===== src/rtl/counter_pkg.sv =====
// Shared constants for the up/down counter: active-low 7-segment glyphs (gfedcba order)
// and the wrap-counter saturation value.
package counter_pkg;

    typedef enum logic [6:0] {
        GLYPH_0     = 7'h40,
        GLYPH_1     = 7'h79,
        GLYPH_2     = 7'h24,
        GLYPH_3     = 7'h30,
        GLYPH_4     = 7'h19,
        GLYPH_5     = 7'h12,
        GLYPH_6     = 7'h02,
        GLYPH_7     = 7'h78,
        GLYPH_8     = 7'h00,
        GLYPH_9     = 7'h10,
        GLYPH_A     = 7'h08,
        GLYPH_B     = 7'h03,
        GLYPH_C     = 7'h46,
        GLYPH_D     = 7'h21,
        GLYPH_E     = 7'h06,
        GLYPH_F     = 7'h0E,
        GLYPH_BLANK = 7'h7F
    } glyph_e;

    localparam logic [7:0] WRAP_SAT = 8'd255;

endpackage


===== src/rtl/hex_decoder.sv =====
// Single hex nibble to active-low 7-segment glyph (segment order gfedcba).
module hex_decoder
    import counter_pkg::*;
(
    input  logic [3:0] select,
    output logic [6:0] seg_out
);

    always_comb begin
        seg_out = GLYPH_BLANK;
        case (select)
            4'h0: seg_out = GLYPH_0;
            4'h1: seg_out = GLYPH_1;
            4'h2: seg_out = GLYPH_2;
            4'h3: seg_out = GLYPH_3;
            4'h4: seg_out = GLYPH_4;
            4'h5: seg_out = GLYPH_5;
            4'h6: seg_out = GLYPH_6;
            4'h7: seg_out = GLYPH_7;
            4'h8: seg_out = GLYPH_8;
            4'h9: seg_out = GLYPH_9;
            4'hA: seg_out = GLYPH_A;
            4'hB: seg_out = GLYPH_B;
            4'hC: seg_out = GLYPH_C;
            4'hD: seg_out = GLYPH_D;
            4'hE: seg_out = GLYPH_E;
            4'hF: seg_out = GLYPH_F;
            default: seg_out = GLYPH_BLANK;
        endcase
    end

endmodule


===== src/rtl/updown_counter_n.sv =====
// Modulo-(MAX_COUNT+1) up/down counter with load, terminal-count strobe and saturating wrap counter.
// Hex display decoders are built only when UPDOWN_COUNTER_HEX_DISPLAY_EN is defined; otherwise seg_out is blank.
module updown_counter_n
    import counter_pkg::*;
#(
    parameter int              WIDTH     = 8,
    parameter longint unsigned MAX_COUNT = (64'd1 << WIDTH) - 64'd1,
    parameter int              DIGITS    = (WIDTH + 3) / 4
) (
    input  logic                  clock,
    input  logic                  reset,
    input  logic                  enable,
    input  logic                  up,
    input  logic                  load,
    input  logic [WIDTH-1:0]      load_value,
    output logic [WIDTH-1:0]      out,
    output logic                  tc,
    output logic [7:0]            wrap_count,
    output logic [7*DIGITS-1:0]   seg_out
);

    localparam logic [WIDTH:0] MAX_X = (WIDTH + 1)'(MAX_COUNT);

    logic [WIDTH-1:0] out_q;
    logic [7:0]       wrap_q;
    logic [WIDTH:0]   inc_w;
    logic [WIDTH:0]   dec_w;
    logic [WIDTH:0]   ld_w;
    logic             at_term;

    // One extra bit lets overflow past MAX_COUNT and borrow below zero be seen directly.
    assign inc_w   = {1'b0, out_q} + (WIDTH + 1)'(1);
    assign dec_w   = {1'b0, out_q} - (WIDTH + 1)'(1);
    assign ld_w    = {1'b0, load_value};
    assign at_term = up ? ({1'b0, out_q} == MAX_X) : (out_q == '0);
    assign tc      = enable & ~load & at_term;

    always_ff @(posedge clock) begin
        if (reset) begin
            out_q  <= '0;
            wrap_q <= '0;
        end else if (load) begin
            out_q <= (ld_w > MAX_X) ? MAX_X[WIDTH-1:0] : load_value;
        end else if (enable) begin
            if (up) begin
                out_q <= (inc_w > MAX_X) ? '0 : inc_w[WIDTH-1:0];
            end else begin
                out_q <= dec_w[WIDTH] ? MAX_X[WIDTH-1:0] : dec_w[WIDTH-1:0];
            end
            if (tc && (wrap_q != WRAP_SAT)) begin
                wrap_q <= wrap_q + 8'd1;
            end
        end
    end

    assign out        = out_q;
    assign wrap_count = wrap_q;

`ifdef UPDOWN_COUNTER_HEX_DISPLAY_EN
    localparam int PADW = (4 * DIGITS > WIDTH) ? 4 * DIGITS : WIDTH;

    logic [PADW-1:0] out_pad;
    assign out_pad = PADW'(out_q);

    for (genvar k = 0; k < DIGITS; k++) begin : g_digit
        hex_decoder u_hex_decoder (
            .select  (out_pad[4*k +: 4]),
            .seg_out (seg_out[7*k +: 7])
        );
    end
`else
    assign seg_out = '1;
`endif

endmodule


===== config.mk =====
export PLATFORM = sky130hd
export DESIGN_NAME = updown_counter_n
export DESIGN_NICKNAME = d
export VERILOG_FILES = /design/src/rtl/counter_pkg.sv /design/src/rtl/hex_decoder.sv /design/src/rtl/updown_counter_n.sv
export SDC_FILE = /design/constraint.sdc
export NUM_CORES = 1
export LEC_CHECK = 0
export CAP_MARGIN = 20
export CORE_MARGIN = 3
export CORE_UTILIZATION = 45
export DETAILED_ROUTE_END_ITERATION = 10
export PLACE_DENSITY_LB_ADDON = 0.1
export RECOVER_POWER = 50
export SYNTH_ARGS = -nofsm -noshare
export SYNTH_HDL_FRONTEND = slang
export SYNTH_HIERARCHICAL = 1
export SYNTH_SLANG_ARGS = --single-unit

===== constraint.sdc =====
create_clock -name clock -period 3.1 [get_ports clock]
set_input_delay 0.62 -clock clock [delete_from_list [all_inputs] [get_ports clock]]
set_output_delay 0.62 -clock clock [all_outputs]
set_load 0.05 [all_outputs]

==> summary.txt <==
Worst setup path
  – Biggest fanout along the worst timing path: 7
  – Worst Path Required: around 2500 ps
  – Worst path arrival time: 2160 ps
  – Critical path capture point type: output port
  – CP startpoint kind: flop
  – Category of the most critical setup path: flop to output port

Die
  – Boundary pin count: 44
  – Die Wd: ~63 um
  – Die height: 62.7 um
  – Die ar.: a little under 0.004 mm^2
  – Initial cell density of the core: between 40% and 50%
  – Number of cell rows: 19
  – Placeable core region: 0.00290 mm^2

Global routing
  – Antenna violations before repair: 0
  – GRT Total Usage: between 10% and 20%
  – Largest net degree at the start of global routing: 20
  – Number of global-route vias before repair: roughly 1300
  – GR Overflow Total: 0
  – Global-route wire length before repair: roughly 6100 um

Logic synthesis
  – XOR/XNOR Fraction of Synth Area: just over 6%
  – Top post-synthesis cells by area: sky130_fd_sc_hd__dfxtp_1 (22%), sky130_fd_sc_hd__buf_4 (7.3%), sky130_fd_sc_hd__nor2_1 (6.5%)
  – Number of flops mapped to enable cells by yosys: 0
  – Main combinational cell family by area after synthesis: simple AND/OR/NAND/NOR gates
  – Synthesized instance count: ~180
  – Leading cell types by count after synthesis: sky130_fd_sc_hd__nor2_1 (25), sky130_fd_sc_hd__dfxtp_1 (16), sky130_fd_sc_hd__a21oi_1 (14), sky130_fd_sc_hd__buf_4 (14)
  – Multiplexer share of the synthesized area: under 10%
  – Most common cell in the synthesized netlist: sky130_fd_sc_hd__nor2_1
  – Synthesized flop and latch total: 16
  – Cell accounting for the most synthesized area: sky130_fd_sc_hd__dfxtp_1
  – Fraction of the mapped netlist area in compound gates: between 20% and 30%
  – Number of unique standard cell types used by synthesis: between 50 and 60
  – Portion of synthesized cell area occupied by the leading cell type: between 20% and 30%
  – Async S/R FF share, synth: 0%
  – Post-Synthesis Cell Area: roughly 0.0014 mm^2
  – Sequential element share of the synthesized area: ~22%
  – Share of synthesized cell area in full adder, half adder and majority cells: between 4 and 5%
  – Yosys warns: 6
  – Top FF cell, synth: sky130_fd_sc_hd__dfxtp_1
  – Synthesized area per cell: between 8 and 9 um^2
  – Fraction of the mapped netlist area in simple logic gates: 26.8%

Clocking
  – Number of hold-repair buffers added at the cts stage: 0
  – Clock sink count: 16
  – CTS tree: done
  – TritonCTS Buffers: 3
  – Clock latency on the worst-skew pair: ~300 ps
  – Count of buffers added by post-CTS timing repair for setup: 0
  – Clk buf depth: 2
  – Clock H-tree levels: 1
  – Post-CTS sizing: 0
  – Root buf cell: sky130_fd_sc_hd__clkbuf_4
  – Clock-pin slew reported for the worst setup and hold paths after clock tree synthesis: between 100 and 150 ps

Min path
  – Class of the worst hold path: flop to flop

Timing
  – Number of max-slew violations in the final report: 0
  – Worst slew pin tran: ~620 ps
  – Maximum clock frequency: between 300 and 400 MHz
  – Worst Hold Slack: between 500 and 600 ps
  – Final number of setup-violating endpoints: 0
  – Summed negative setup slack over all endpoints: 0 ps
  – RSZ-0062 raised after global routing: no
  – Max-slew headroom: approximately three fifths
  – Period Utilization, post-route: about nine tenths
  – Post-route minimum period: approximately 2800 ps
  – Final Hold Viols: 0
  – Final clock skew: approximately 6 ps

Run status
  – Outcome: complete, no violations

Finish
  – Nets: 223
  – Sequential cell area in the final layout: around 320 um^2
  – Post-Layout Inst Area: 0.00173 mm^2
  – Filler cell count in the final layout: between 200 and 300
  – Synth-to-Final Area Change: 19.5%
  – Number of antenna diodes: 0
  – Fraction of layout cells with a size suffix above 1: under 10%
  – Area of combinational cells with multiple inputs: 953 um^2

Placement
  – Placed cell area: ~0.0017 mm^2
  – RD Place Congestion: about 0.85
  – Placed wire-length estimate: between 2000 and 3000 um
  – Input/output buffers: 29

Route
  – Total via count after detailed routing: around 1300
  – Aggregate routed wire length: between 3000 and 4000 um
  – Antenna Nets Post-Route: 0
  – Via/cell ratio: around 5.4
  – DR iter-0 viols: 63
  – Routed len/inst: approximately 14 um
  – Number of iterations in the first detailed-routing pass: 4
  – Residual DRC: 0

Run
  – MaxCap Viol Count: 0

Power and ir drop
  – Peak ir drop on the vdd network: about 0.00017 V
  – Power density over the cells: approximately 350 mW/mm^2
  – Static power due to leakage: 0.666 nW
  – Post-layout total power: a little over 0.6 mW
worst max-delay path, stage by stage (launching register included):
cell	delay (ps)
sky130_fd_sc_hd__dfxtp_1	480
sky130_fd_sc_hd__ha_1	230
sky130_fd_sc_hd__and3_1	340
sky130_fd_sc_hd__nand3_4	140
sky130_fd_sc_hd__a21oi_1	460
sky130_fd_sc_hd__buf_12	200
routing by layer:
metal  vias to the layer above  GRT usage (%)  wire length (um)
met5                         -              0                 0
met4                         0           7.99                52
met3                         9           4.68               240
met2                        59           28.0              1610
met1                       606           24.6              1650
li1                        666              -                 -
logic make-up (layout without fill, tap and decap cells):
| family | Yosys count | after routing |
|---|---|---|
| adder cells (fa/ha/maj) | 5 | 5 |
| multiplexers | 2 | 2 |
| buffers and inverters | 31 | 45 |
| AO/OA/AOI/OAI | 47 | 47 |
| other | 1 | 14 |
| AND/OR/NAND/NOR | 65 | 65 |
| XOR/XNOR | 10 | 10 |
| flip-flops | 16 | 16 |
placed cells by master, fill, tap and decap left out, types with 3 or more instances in the layout:
master / netlist / final
sky130_fd_sc_hd__a211oi_1: 5 / 6
sky130_fd_sc_hd__a21oi_1: 14 / 14
sky130_fd_sc_hd__a221oi_1: 3 / 3
sky130_fd_sc_hd__a31oi_1: 3 / 3
sky130_fd_sc_hd__buf_4: 14 / 5
sky130_fd_sc_hd__clkbuf_4: 0 / 3
sky130_fd_sc_hd__clkdlybuf4s50_1: 0 / 23
sky130_fd_sc_hd__conb_1: 1 / 14
sky130_fd_sc_hd__dfxtp_1: 16 / 16
sky130_fd_sc_hd__dlygate4sd3_1: 0 / 5
sky130_fd_sc_hd__ha_1: 5 / 5
sky130_fd_sc_hd__inv_1: 6 / 6
sky130_fd_sc_hd__nand2_1: 7 / 7
sky130_fd_sc_hd__nand3_1: 5 / 5
sky130_fd_sc_hd__nor2_1: 25 / 25
sky130_fd_sc_hd__nor2b_1: 3 / 3
sky130_fd_sc_hd__nor3_1: 6 / 6
sky130_fd_sc_hd__o21ai_0: 5 / 5
sky130_fd_sc_hd__xnor2_1: 7 / 7
sky130_fd_sc_hd__xor2_1: 3 / 3
sequential cells by signal, indices dropped and copies added (netlist names):
signal / flops
out: 8
wrap_count: 8
report_power, final:
part	total (mW)	leakage, nW	switching, mW	internal (mW)
logic	0.222	0.514	0.144	0.0781
clock network	0.148	0.0210	0.0761	0.0716
registers	0.238	0.131	0.0230	0.215
total	0.607	0.666	0.243	0.364
metrics by stage:
step | util [%] | setup slack (ps) | instances
after floorplan | - | 212 | 190
after global placement | 59.0 | 453 | 242
after detailed placement | 59.0 | 412 | 242
after CTS | 60.2 | 385 | 246
after global routing | 59.5 | 196 | 246
final | 59.5 | 321 | 246
worst paths after layout:
| check | start | endpoint | slack, ps | cells past startpoint |
|---|---|---|---|---|
| min reg2reg | wrap_count[1] | wrap_count[1] | 550 | 2 |
| max | out[1] | tc | 320 | 5 |
| min | wrap_count[1] | wrap_count[1] | 550 | 2 |
| max reg2reg | out[0] | out[1] | 830 | 7 |
final cells by class:
class | count | share of cell area, %
clock buffers | 4 | 2.10
inverters | 6 | 1.30
multi-input cells | 143 | 55.2
flip-flops and latches | 16 | 18.6
well taps | 42 | 3.04
repair buffers | 35 | 19.8
(Power assumes the default switching activity.)
